### src/rtl/cu_seq_v2_if.sv
// Handshake and control bundle between the cu_seq_v2 sequencer and its environment.
// master drives the run request, IR fields, ALU ack and flags; slave is the sequencer.
interface cu_seq_v2_if #(
  parameter int OP_W = 6
);
  logic            start;
  logic [OP_W-1:0] op;
  logic            ra;
  logic            ack_alu;
  logic [2:0]      flags;
  logic            finish;
  logic            busy;
  logic            alu_start;
  logic            err;
  logic [15:0]     c;

  modport master (
    output start, op, ra, ack_alu, flags,
    input  finish, busy, alu_start, err, c
  );

  modport slave (
    input  start, op, ra, ack_alu, flags,
    output finish, busy, alu_start, err, c
  );
endinterface

### src/rtl/cu_seq_v2.sv
// Control sequencer for the 16-bit ACC/X/Y processor: fetch, decode, ALU handshake, trap.
// Define CU_ALU_TIMEOUT_EN to add the AWAIT timeout counter and its trap arc.
module cu_seq_v2 #(
  parameter int OP_W   = 6,
  parameter int ALU_TO = 64,
  parameter int TO_W   = 8
) (
  input logic        clk,
  input logic        rst,
  cu_seq_v2_if.slave bus
);

  typedef enum logic [4:0] {
    S_IDLE, S_INIT, S_F0, S_F1, S_DEC, S_IMM, S_LDX, S_LDY, S_STX, S_STY,
    S_AGEN, S_AWAIT, S_AWB, S_MRD, S_MWR, S_AOP, S_AACC, S_BR, S_TRAP
  } state_t;

  localparam logic [1:0] RET_LD  = 2'd1;
  localparam logic [1:0] RET_ST  = 2'd2;
  localparam logic [1:0] RET_ACC = 2'd3;

  localparam bit CFG_OK = (ALU_TO >= 1) && (ALU_TO < (1 << TO_W));

  if (!CFG_OK) begin : g_cfg_bad
    $error("cu_seq_v2: ALU_TO must lie in [1, 2**TO_W - 1]");
  end

  state_t      state_q, state_d;
  logic [1:0]  ret_q, ret_d;
  logic [15:0] c_q, c_d;
  logic        alu_start_q, alu_start_d;
  logic        err_q, err_d;
  logic        finish_q, finish_d;
  logic        busy_q, busy_d;
  logic [5:0]  op_lo;
  logic        op_illegal;
  logic        taken;

`ifdef CU_ALU_TIMEOUT_EN
  logic [TO_W-1:0] to_q, to_d;
`endif

  assign op_lo      = bus.op[5:0];
  assign op_illegal = (bus.op >> 6) != '0;

  always_comb begin
    case (op_lo)
      6'd16:   taken = 1'b1;
      6'd17:   taken = bus.flags[0];
      6'd18:   taken = bus.flags[1];
      6'd19:   taken = bus.flags[2];
      default: taken = 1'b0;
    endcase
  end

  // Next-state logic; outputs are then decoded from the next state so they register alongside it.
  always_comb begin
    state_d = state_q;
    ret_d   = ret_q;
`ifdef CU_ALU_TIMEOUT_EN
    to_d    = to_q;
`endif
    case (state_q)
      S_IDLE:  if (bus.start) state_d = S_INIT;
      S_INIT:  state_d = S_F0;
      S_F0:    state_d = S_F1;
      S_F1:    state_d = S_DEC;
      S_DEC: begin
        if (op_illegal) begin
          state_d = S_TRAP;
        end else begin
          case (op_lo) inside
            6'd0:                     state_d = S_IDLE;
            6'd1, 6'd3, 6'd5, 6'd6:   state_d = S_IMM;
            6'd2, 6'd4:               state_d = S_AGEN;
            [6'd8:6'd15]:             state_d = S_AOP;
            [6'd16:6'd19]:            state_d = S_BR;
            default:                  state_d = S_TRAP;
          endcase
        end
      end
      S_IMM: begin
        case (op_lo)
          6'd1:    state_d = bus.ra ? S_LDY : S_LDX;
          6'd3:    state_d = bus.ra ? S_STY : S_STX;
          6'd5:    state_d = S_MRD;
          default: state_d = S_MWR;
        endcase
      end
      S_AGEN: begin
        ret_d   = (op_lo == 6'd2) ? RET_LD : RET_ST;
        state_d = S_AWAIT;
`ifdef CU_ALU_TIMEOUT_EN
        to_d    = '0;
`endif
      end
      S_AOP: begin
        ret_d   = RET_ACC;
        state_d = S_AWAIT;
`ifdef CU_ALU_TIMEOUT_EN
        to_d    = '0;
`endif
      end
      S_AWAIT: begin
        // An ack in the final allowed cycle still wins over the timeout.
        if (bus.ack_alu) begin
          state_d = (ret_q == RET_ACC) ? S_AACC : S_AWB;
        end
`ifdef CU_ALU_TIMEOUT_EN
        else if (to_q == TO_W'(ALU_TO - 1)) begin
          state_d = S_TRAP;
        end else begin
          to_d = to_q + 1'b1;
        end
`endif
      end
      S_AWB:   state_d = (ret_q == RET_LD) ? S_MRD : S_MWR;
      S_LDX, S_LDY, S_STX, S_STY, S_MRD, S_MWR, S_AACC, S_BR: state_d = S_F0;
      S_TRAP:  if (bus.start) state_d = S_INIT;
      default: state_d = S_IDLE;
    endcase

    c_d = '0;
    case (state_d)
      S_INIT:  c_d[0]  = 1'b1;
      S_F0:    c_d[1]  = 1'b1;
      S_F1:    c_d[2]  = 1'b1;
      S_IMM:   c_d[3]  = 1'b1;
      S_LDX:   c_d[4]  = 1'b1;
      S_LDY:   c_d[5]  = 1'b1;
      S_AGEN:  if (bus.ra) c_d[7] = 1'b1; else c_d[6] = 1'b1;
      S_AOP:   c_d[8]  = 1'b1;
      S_AWB:   c_d[9]  = 1'b1;
      S_MRD:   c_d[10] = 1'b1;
      S_AACC:  c_d[11] = 1'b1;
      S_STX:   c_d[12] = 1'b1;
      S_STY:   c_d[13] = 1'b1;
      S_MWR:   c_d[14] = 1'b1;
      S_BR:    c_d[15] = taken;
      default: c_d = '0;
    endcase

    alu_start_d = (state_d == S_AGEN) || (state_d == S_AOP);
    finish_d    = (state_d == S_IDLE) || (state_d == S_TRAP);
    busy_d      = !finish_d;
    err_d       = (state_d == S_TRAP);
  end

  always_ff @(posedge clk) begin
    if (rst) begin
      state_q     <= S_IDLE;
      ret_q       <= '0;
      c_q         <= '0;
      alu_start_q <= 1'b0;
      err_q       <= 1'b0;
      finish_q    <= 1'b1;
      busy_q      <= 1'b0;
`ifdef CU_ALU_TIMEOUT_EN
      to_q        <= '0;
`endif
    end else begin
      state_q     <= state_d;
      ret_q       <= ret_d;
      c_q         <= c_d;
      alu_start_q <= alu_start_d;
      err_q       <= err_d;
      finish_q    <= finish_d;
      busy_q      <= busy_d;
`ifdef CU_ALU_TIMEOUT_EN
      to_q        <= to_d;
`endif
    end
  end

  assign bus.c         = c_q;
  assign bus.alu_start = alu_start_q;
  assign bus.err       = err_q;
  assign bus.finish    = finish_q;
  assign bus.busy      = busy_q;

endmodule

### src/flat_wrapper.sv
// flat-port wrapper written by rule: the top's interface ports become plain ports
module cu_seq_v2_flat 
#(
  parameter int OP_W   = 6,
  parameter int ALU_TO = 64,
  parameter int TO_W   = 8
)
  (clk, rst, bus_start, bus_op, bus_ra, bus_ack_alu, bus_flags, bus_finish, bus_busy, bus_alu_start, bus_err, bus_c);
  cu_seq_v2_if #(.OP_W(OP_W)) bus_i ();
  input logic clk;
  input logic rst;
  input wire logic [$bits(bus_i.start)-1:0] bus_start;
  input wire logic [$bits(bus_i.op)-1:0] bus_op;
  input wire logic [$bits(bus_i.ra)-1:0] bus_ra;
  input wire logic [$bits(bus_i.ack_alu)-1:0] bus_ack_alu;
  input wire logic [$bits(bus_i.flags)-1:0] bus_flags;
  output wire logic [$bits(bus_i.finish)-1:0] bus_finish;
  output wire logic [$bits(bus_i.busy)-1:0] bus_busy;
  output wire logic [$bits(bus_i.alu_start)-1:0] bus_alu_start;
  output wire logic [$bits(bus_i.err)-1:0] bus_err;
  output wire logic [$bits(bus_i.c)-1:0] bus_c;
  assign bus_i.start = bus_start;
  assign bus_i.op = bus_op;
  assign bus_i.ra = bus_ra;
  assign bus_i.ack_alu = bus_ack_alu;
  assign bus_i.flags = bus_flags;
  assign bus_finish = bus_i.finish;
  assign bus_busy = bus_i.busy;
  assign bus_alu_start = bus_i.alu_start;
  assign bus_err = bus_i.err;
  assign bus_c = bus_i.c;
  cu_seq_v2 #(.OP_W(OP_W), .ALU_TO(ALU_TO), .TO_W(TO_W)) u_core (.clk(clk), .rst(rst), .bus(bus_i));
endmodule
### config.mk
export PLATFORM = sky130hd
export DESIGN_NAME = cu_seq_v2_flat
export DESIGN_NICKNAME = d
export VERILOG_FILES = /design/src/rtl/cu_seq_v2_if.sv /design/src/rtl/cu_seq_v2.sv /design/src/flat_wrapper.sv
export SDC_FILE = /design/constraint.sdc
export NUM_CORES = 1
export LEC_CHECK = 0
export ABC_CLOCK_PERIOD_IN_PS = 2450
export CORE_AREA = 2 2 57 59
export CTS_BUF_LIST = sky130_fd_sc_hd__clkbuf_16
export DETAILED_ROUTE_END_ITERATION = 8
export DIE_AREA = 0 0 59 61
export MAX_ROUTING_LAYER = met4
export PLACE_DENSITY = 0.82
export SLEW_MARGIN = 20
export SYNTH_ARGS = -nofsm -noshare
export SYNTH_HDL_FRONTEND = slang
export SYNTH_SLANG_ARGS = --single-unit
### constraint.sdc
create_clock -name clk -period 2.45 [get_ports clk]
set_input_delay 0.3675 -clock clk [delete_from_list [all_inputs] [get_ports clk]]
set_output_delay 0.3675 -clock clk [all_outputs]
set_load 0.02 [all_outputs]
# After elaboration in Yosys (flattened, before gate mapping)
# Cells that the tools add are included.
dict set report totals {
  word_cells 108
  out_inout_bits 20
  register_bits 27
  input_bits 14
}
dict set report classes {
  reduce_logical 16
  magnitude_cmp 4
  bitwise_logic 2
  muxes 31
  n_eq_ne 46
}
# operator count
set ops {}
lappend ops {{$eq A5 B4 Y1 const B} 15}
lappend ops {{$pmux W5 S9} 1}
lappend ops {{$eq A5 B3 Y1 const B} 7}
lappend ops {{$mux W5} 7}
lappend ops {{$eq A5 B5 Y1 const B} 6}
lappend ops {{$eq A6 B5 Y1 const B} 4}
lappend ops {{$eq A5 B2 Y1 const B} 4}
lappend ops {{$eq A6 B3 Y1 const B} 3}
lappend ops {{$mux W1} 17}
lappend ops {{$pmux W5 S3} 1}
lappend ops {{$eq A6 B2 Y1 const B} 2}
lappend ops {{$eq A5 B1 Y1 const B} 2}
lappend ops {{$logic_not A5 Y1} 2}
lappend ops {{$reduce_or A2 Y1} 5}
lappend ops {{$reduce_or A9 Y1} 1}
lappend ops {{$eq A6 B1 Y1 const B} 1}
lappend ops {{$ge A6 B4 Y1 const B} 1}
lappend ops {{$ge A6 B5 Y1 const B} 1}
lappend ops {{$le A6 B4 Y1 const B} 1}
lappend ops {{$le A6 B5 Y1 const B} 1}
lappend ops {{$logic_not A6 Y1} 1}
lappend ops {{$mux W2} 3}
lappend ops {{$pmux W1 S4} 1}
lappend ops {{$pmux W2 S2} 1}
lappend ops {{other kinds (8)} 11}

# Logic depth before layout (Yosys ltp)
dict set report logic_depth {
  ltp_word 11
  ltp_mapped 7
}

# Least setup slack after synthesis
# OpenSTA, ideal clock, no wires.
dict set report synth_path {
  path_kind {input -> register}
  startpoint {input bus_op[1]}
  endpoint {register u_core.alu_start_q, in the netlist u_core.bus.alu_start}
  setup_time_ps 116
  required_ps 2334
  path_slack_ps 347
  cell_stages 7
  t_arrival_ps 1987
  n_path_buf 1
  cell_sequence {buf_2 -> a21oi_1 -> a21oi_1 -> o211a_1 -> nor4_1 -> nand2b_1 -> and3b_1}
}
dict set report synth_via {
  elab_chain_cells 10
}
# element line_no
set synth_lines {}
lappend synth_lines {{from (decl)} flat_wrapper.sv:13} ;# input wire logic [$bits(bus_i.op)-1:0] bus_op;
lappend synth_lines {{$ge A6 B5 Y1 (no line) / $le A6 B5 Y1 (equally long branches)} -}
lappend synth_lines {{$logic_and A1 B1 Y1 (no line)} -}
lappend synth_lines {{$mux W2} cu_seq_v2.sv:72} ;# case (op_lo) inside
lappend synth_lines {{$mux W5 (4 in a row)} cu_seq_v2.sv:72}
lappend synth_lines {{$pmux W5 S9 (*)} cu_seq_v2.sv:63} ;# case (state_q)
lappend synth_lines {{$eq A5 B4 Y1} cu_seq_v2.sv:143} ;# alu_start_d = (state_d == S_AGEN) || (state_d == S_AOP);
lappend synth_lines {{$logic_or A1 B1 Y1 (*)} cu_seq_v2.sv:143}
lappend synth_lines {{to (signal assigned)} cu_seq_v2.sv:165} ;# alu_start_q <= alu_start_d;
lappend synth_lines {{to (decl)} cu_seq_v2.sv:31} ;# logic alu_start_q, alu_start_d;
# Every way passes the cells marked *; elsewhere a longest branch is shown, timed or not.
# A chain may end at the register's enable or synchronous reset.

# Worst setup path in the final report
dict set report layout_path {
  startpoint {input bus_op[5]}
  endpoint {register u_core.c_q[10], in the netlist u_core.bus.c[10]}
}
dict set report layout_via {
  elab_chain_cells 10
}
# element line_no
set layout_lines {}
lappend layout_lines {{$ge A6 B5 Y1 (no line) / $le A6 B5 Y1 (equally long branches)} -}
lappend layout_lines {{$logic_and A1 B1 Y1 (no line)} -}
lappend layout_lines {{$mux W2} cu_seq_v2.sv:72}
lappend layout_lines {{$mux W5 (4 in a row)} cu_seq_v2.sv:72}
lappend layout_lines {{$pmux W5 S9 (*)} cu_seq_v2.sv:63}
lappend layout_lines {{$eq A5 B4 Y1 (*)} cu_seq_v2.sv:124} ;# case (state_d)
lappend layout_lines {{$mux W1 (*)} cu_seq_v2.sv:124}
lappend layout_lines {{to (signal assigned)} cu_seq_v2.sv:153} ;# c_q <= '0;
lappend layout_lines {{to (signal assigned)} cu_seq_v2.sv:164} ;# c_q <= c_d;
lappend layout_lines {{to (decl)} cu_seq_v2.sv:30} ;# logic [15:0] c_q, c_d;
# Marks and branches as above.

==> flow_summary.json <==
{
  "fmaxAchievable_mhz": 433.8,
  "antenna_found_initial": 0,
  "dieArea_um2": 3599,
  "worstSetupEndpointType": "register",
  "drtIter0Drc": 64,
  "pwr-share-comb_pct": 28.0,
  "dpl_cell_area_um2": 1846,
  "first_global_vias": 1326,
  "synth_area_leaders": "dfxtp_1, nor2_1, nor2b_1",
  "die_x_um": 59,
  "total_power_mw": 1.149,
  "final_common_cell": "clkdlybuf4s50_1",
  "avgRoutedWirePerCell_um": 13.74,
  "cts.htree.levels": 1,
  "ys_warn_count": 0,
  "whs_ns": 0.5214,
  "grt_pass1_wl_um": 5602,
  "place_congestion": 0.8910,
  "grt_overflow": 0,
  "syn_area_um2": 1376,
  "n_antenna_cell": 0,
  "fin_setup_tns_ns": 0,
  "timing.rr.end": "u_core.bus.c[6]",
  "ios": 34,
  "cp-start-kind": "primary input",
  "final_cell_mix": "clkdlybuf4s50_1, nor2_1, dfxtp_1, buf_4, nor3_1",
  "crit_chain": "clkdlybuf4s50_1 -> or4b_4 -> o2111ai_2 -> o311ai_2 -> nor3b_4 -> buf_4 -> nand3b_1 -> nor2_1",
  "utilization_pct": 65.21,
  "wl_um": 3367,
  "clkPwrFrac_pct": 31.0,
  "area_growth_pct": 39.91,
  "critPathSlowestCell": "or4b_4",
  "max-cap-violations": 0,
  "ctsHoldBuffers": 0,
  "post-dp-hpwl_um": 2630,
  "hold_viol_final": 0,
  "leakagePower_nw": 0.7466,
  "reg2reg_depth": 6,
  "netSwitchingFraction_pct": 27.43,
  "design_area_um2": 1926,
  "slew-limit-headroom_pct": 72.21,
  "crit_cells": 8,
  "place_ws_ns": -0.1152,
  "yosys.area.top_type": "dfxtp_1",
  "nNetsFinal": 227,
  "vias": 1385,
  "yosysTopAreaCellShare_pct": 39.27,
  "cp-endpoint": "u_core.bus.c[10]",
  "cts.sinks": 27,
  "drv_slew": 0,
  "drc": 0,
  "yosysUniqueCellTypes": 44,
  "cp_max_fo": 5,
  "period_share_pct": 94.09,
  "cp_num_buf_inv": 2,
  "synth_area_per_cell_um2": 8.341,
  "tightest_slew_ns": 0.4130,
  "grt_max_degree": 16,
  "fin_ws_ns": 0.1448,
  "die_h_um": 61,
  "p_seq_share_pct": 41.0,
  "cts-buffers-inserted": 3,
  "crit_family": "simple AND/OR/NAND/NOR gates",
  "synth_fp_nets": 179,
  "firstDrtPassIters": 5,
  "ys_ff_latch": 27,
  "powerDensity_nw_per_um2": 596.8,
  "crit_arrival_ns": 2.49,
  "hold_path_class": "reg2reg",
  "rows": 20,
  "r2r-start": "u_core.state_q[4]",
  "cts_buffer_depth": 2,
  "synth_cells": 165,
  "ctsResizeCount": 0,
  "io_buffer_count": 33,
  "cts_setup_buffers": 0,
  "rrSetupSlack_ns": 0.30,
  "power_switching_uw": 315.2,
  "placeableCoreArea_um2": 2953,
  "p_int_uw": 834.1,
  "worstSetupPathType": "in2reg",
  "clock_tree.root_cell": "clkbuf_16",
  "drive_gt1_share_pct": 13.68,
  "cp.required_ns": 2.64,
  "ys_seq_area_share_pct": 39.27,
  "peakVddDrop_mv": 0.2455,
  "track_usage_pct": 21.03,
  "cp-startpoint": "bus_op[5]",
  "fin_skew_ns": 0.004792,
  "dp.cells": 241,
  "min_period_ns": 2.305,
  "clock_latency_ns": 0.26,
  "initial_core_util_pct": 46.61,
  "cts_tree": "built",
  "ant_nets": 0,
  "outcome": "finished clean",
  "path_clk_slew_ns": 0.06,
  "slowest_delay_ns": 0.51,
  "fin_cells": 245,
  "setup_viol": 0,
  "rsz0062_at_grt": "no",
  "via_per_inst": 5.653
}
worst min-delay path by stage:
stage	from	end	cells after the start
global placement	u_core.ret_q[0]	u_core.ret_q[0]	2
detailed placement	u_core.ret_q[0]	u_core.ret_q[0]	2
global route	u_core.ret_q[0]	u_core.ret_q[0]	2
CTS	u_core.ret_q[0]	u_core.ret_q[0]	2
floorplan	bus_ra	u_core.bus.c[6]	1
finish	u_core.ret_q[0]	u_core.ret_q[0]	2
state kept, by name, indices dropped and copies added, names as in the netlist:
register              flops
u_core.ret_q              2
u_core.state_q            5
u_core.bus.c             16
u_core.bus.finish         1
u_core.bus.busy           1
u_core.bus.err            1
u_core.bus.alu_start      1
cell families (layout without fill, tap and decap cells):
logic type,Yosys count,in the layout,synth area share [%]
multiplexers,2,2,1.545
AND/OR/NAND/NOR,90,90,37.36
AO/OA/AOI/OAI,28,28,14.64
XOR/XNOR,4,4,2.546
buffers and inverters,14,61,4.637
flip-flops,27,27,39.27
power by group through the flow:
stage,registers [mW],clock network [mW],logic [mW]
finish,0.472,0.356,0.321
global route,0.474,0.381,0.350
CTS,0.472,0.360,0.319
detailed placement,0.481,0,0.318
global placement,0.481,0,0.312
floorplan,0.504,0,0.166
cell usage after synthesis, drive strengths merged:
| library cell | count |
|---|---|
| nor2b | 7 |
| o311ai | 1 |
| nand4b | 2 |
| o21ai | 5 |
| dfxtp | 27 |
| nor4bb | 3 |
| nand3 | 5 |
| nand4 | 2 |
| a31oi | 2 |
| mux2i | 1 |
| nand2 | 3 |
| o211a | 1 |
| nor3 | 8 |
| and3 | 1 |
| xnor2 | 3 |
| o21bai | 2 |
| a41o | 1 |
| xor2 | 1 |
| a41oi | 2 |
| a21oi | 7 |
| and2 | 3 |
| or2 | 1 |
| nor3b | 3 |
| a211oi | 2 |
| o2111ai | 1 |
| o22ai | 1 |
| or4b | 2 |
| o211ai | 1 |
| nand2b | 6 |
| a311oi | 1 |
| or3 | 1 |
| inv | 5 |
| buf | 7 |
| mux2 | 1 |
| nor4b | 2 |
| nor4 | 4 |
| nor2 | 32 |
| and3b | 1 |
| o31ai | 1 |
| nand3b | 4 |
| clkbuf | 2 |
worst reg2reg max path, stage by stage, from the launching register on:
cell and delay (ns):
dfxtp_1 0.32, or4b_1 0.59, o311ai_2 0.36, nor3b_4 0.11, or3_1 0.43, buf_4 0.16
nor3_1 0.11
final cells by class:
class                      instances  area (µm²)
clock buffer                       3       75.07
fill                             258        1027
clock inverter                     1       5.005
timing repair buffer              52       473.0
sequential                        27       540.5
tap                               33       41.29
inverter                           5       18.77
multi-input combinational        124       772.0
routing by layer:
metal,GRT usage (%),share of wire [%],vias to the layer above,wire (µm)
li1,-,-,688,-
met3,3.198,4.6,4,156
met1,23.76,41,650,1381
met4,6.169,0.89,0,30
met5,-,0,-,0
met2,38.25,53,43,1798
Power figures use the tool's default switching activity.
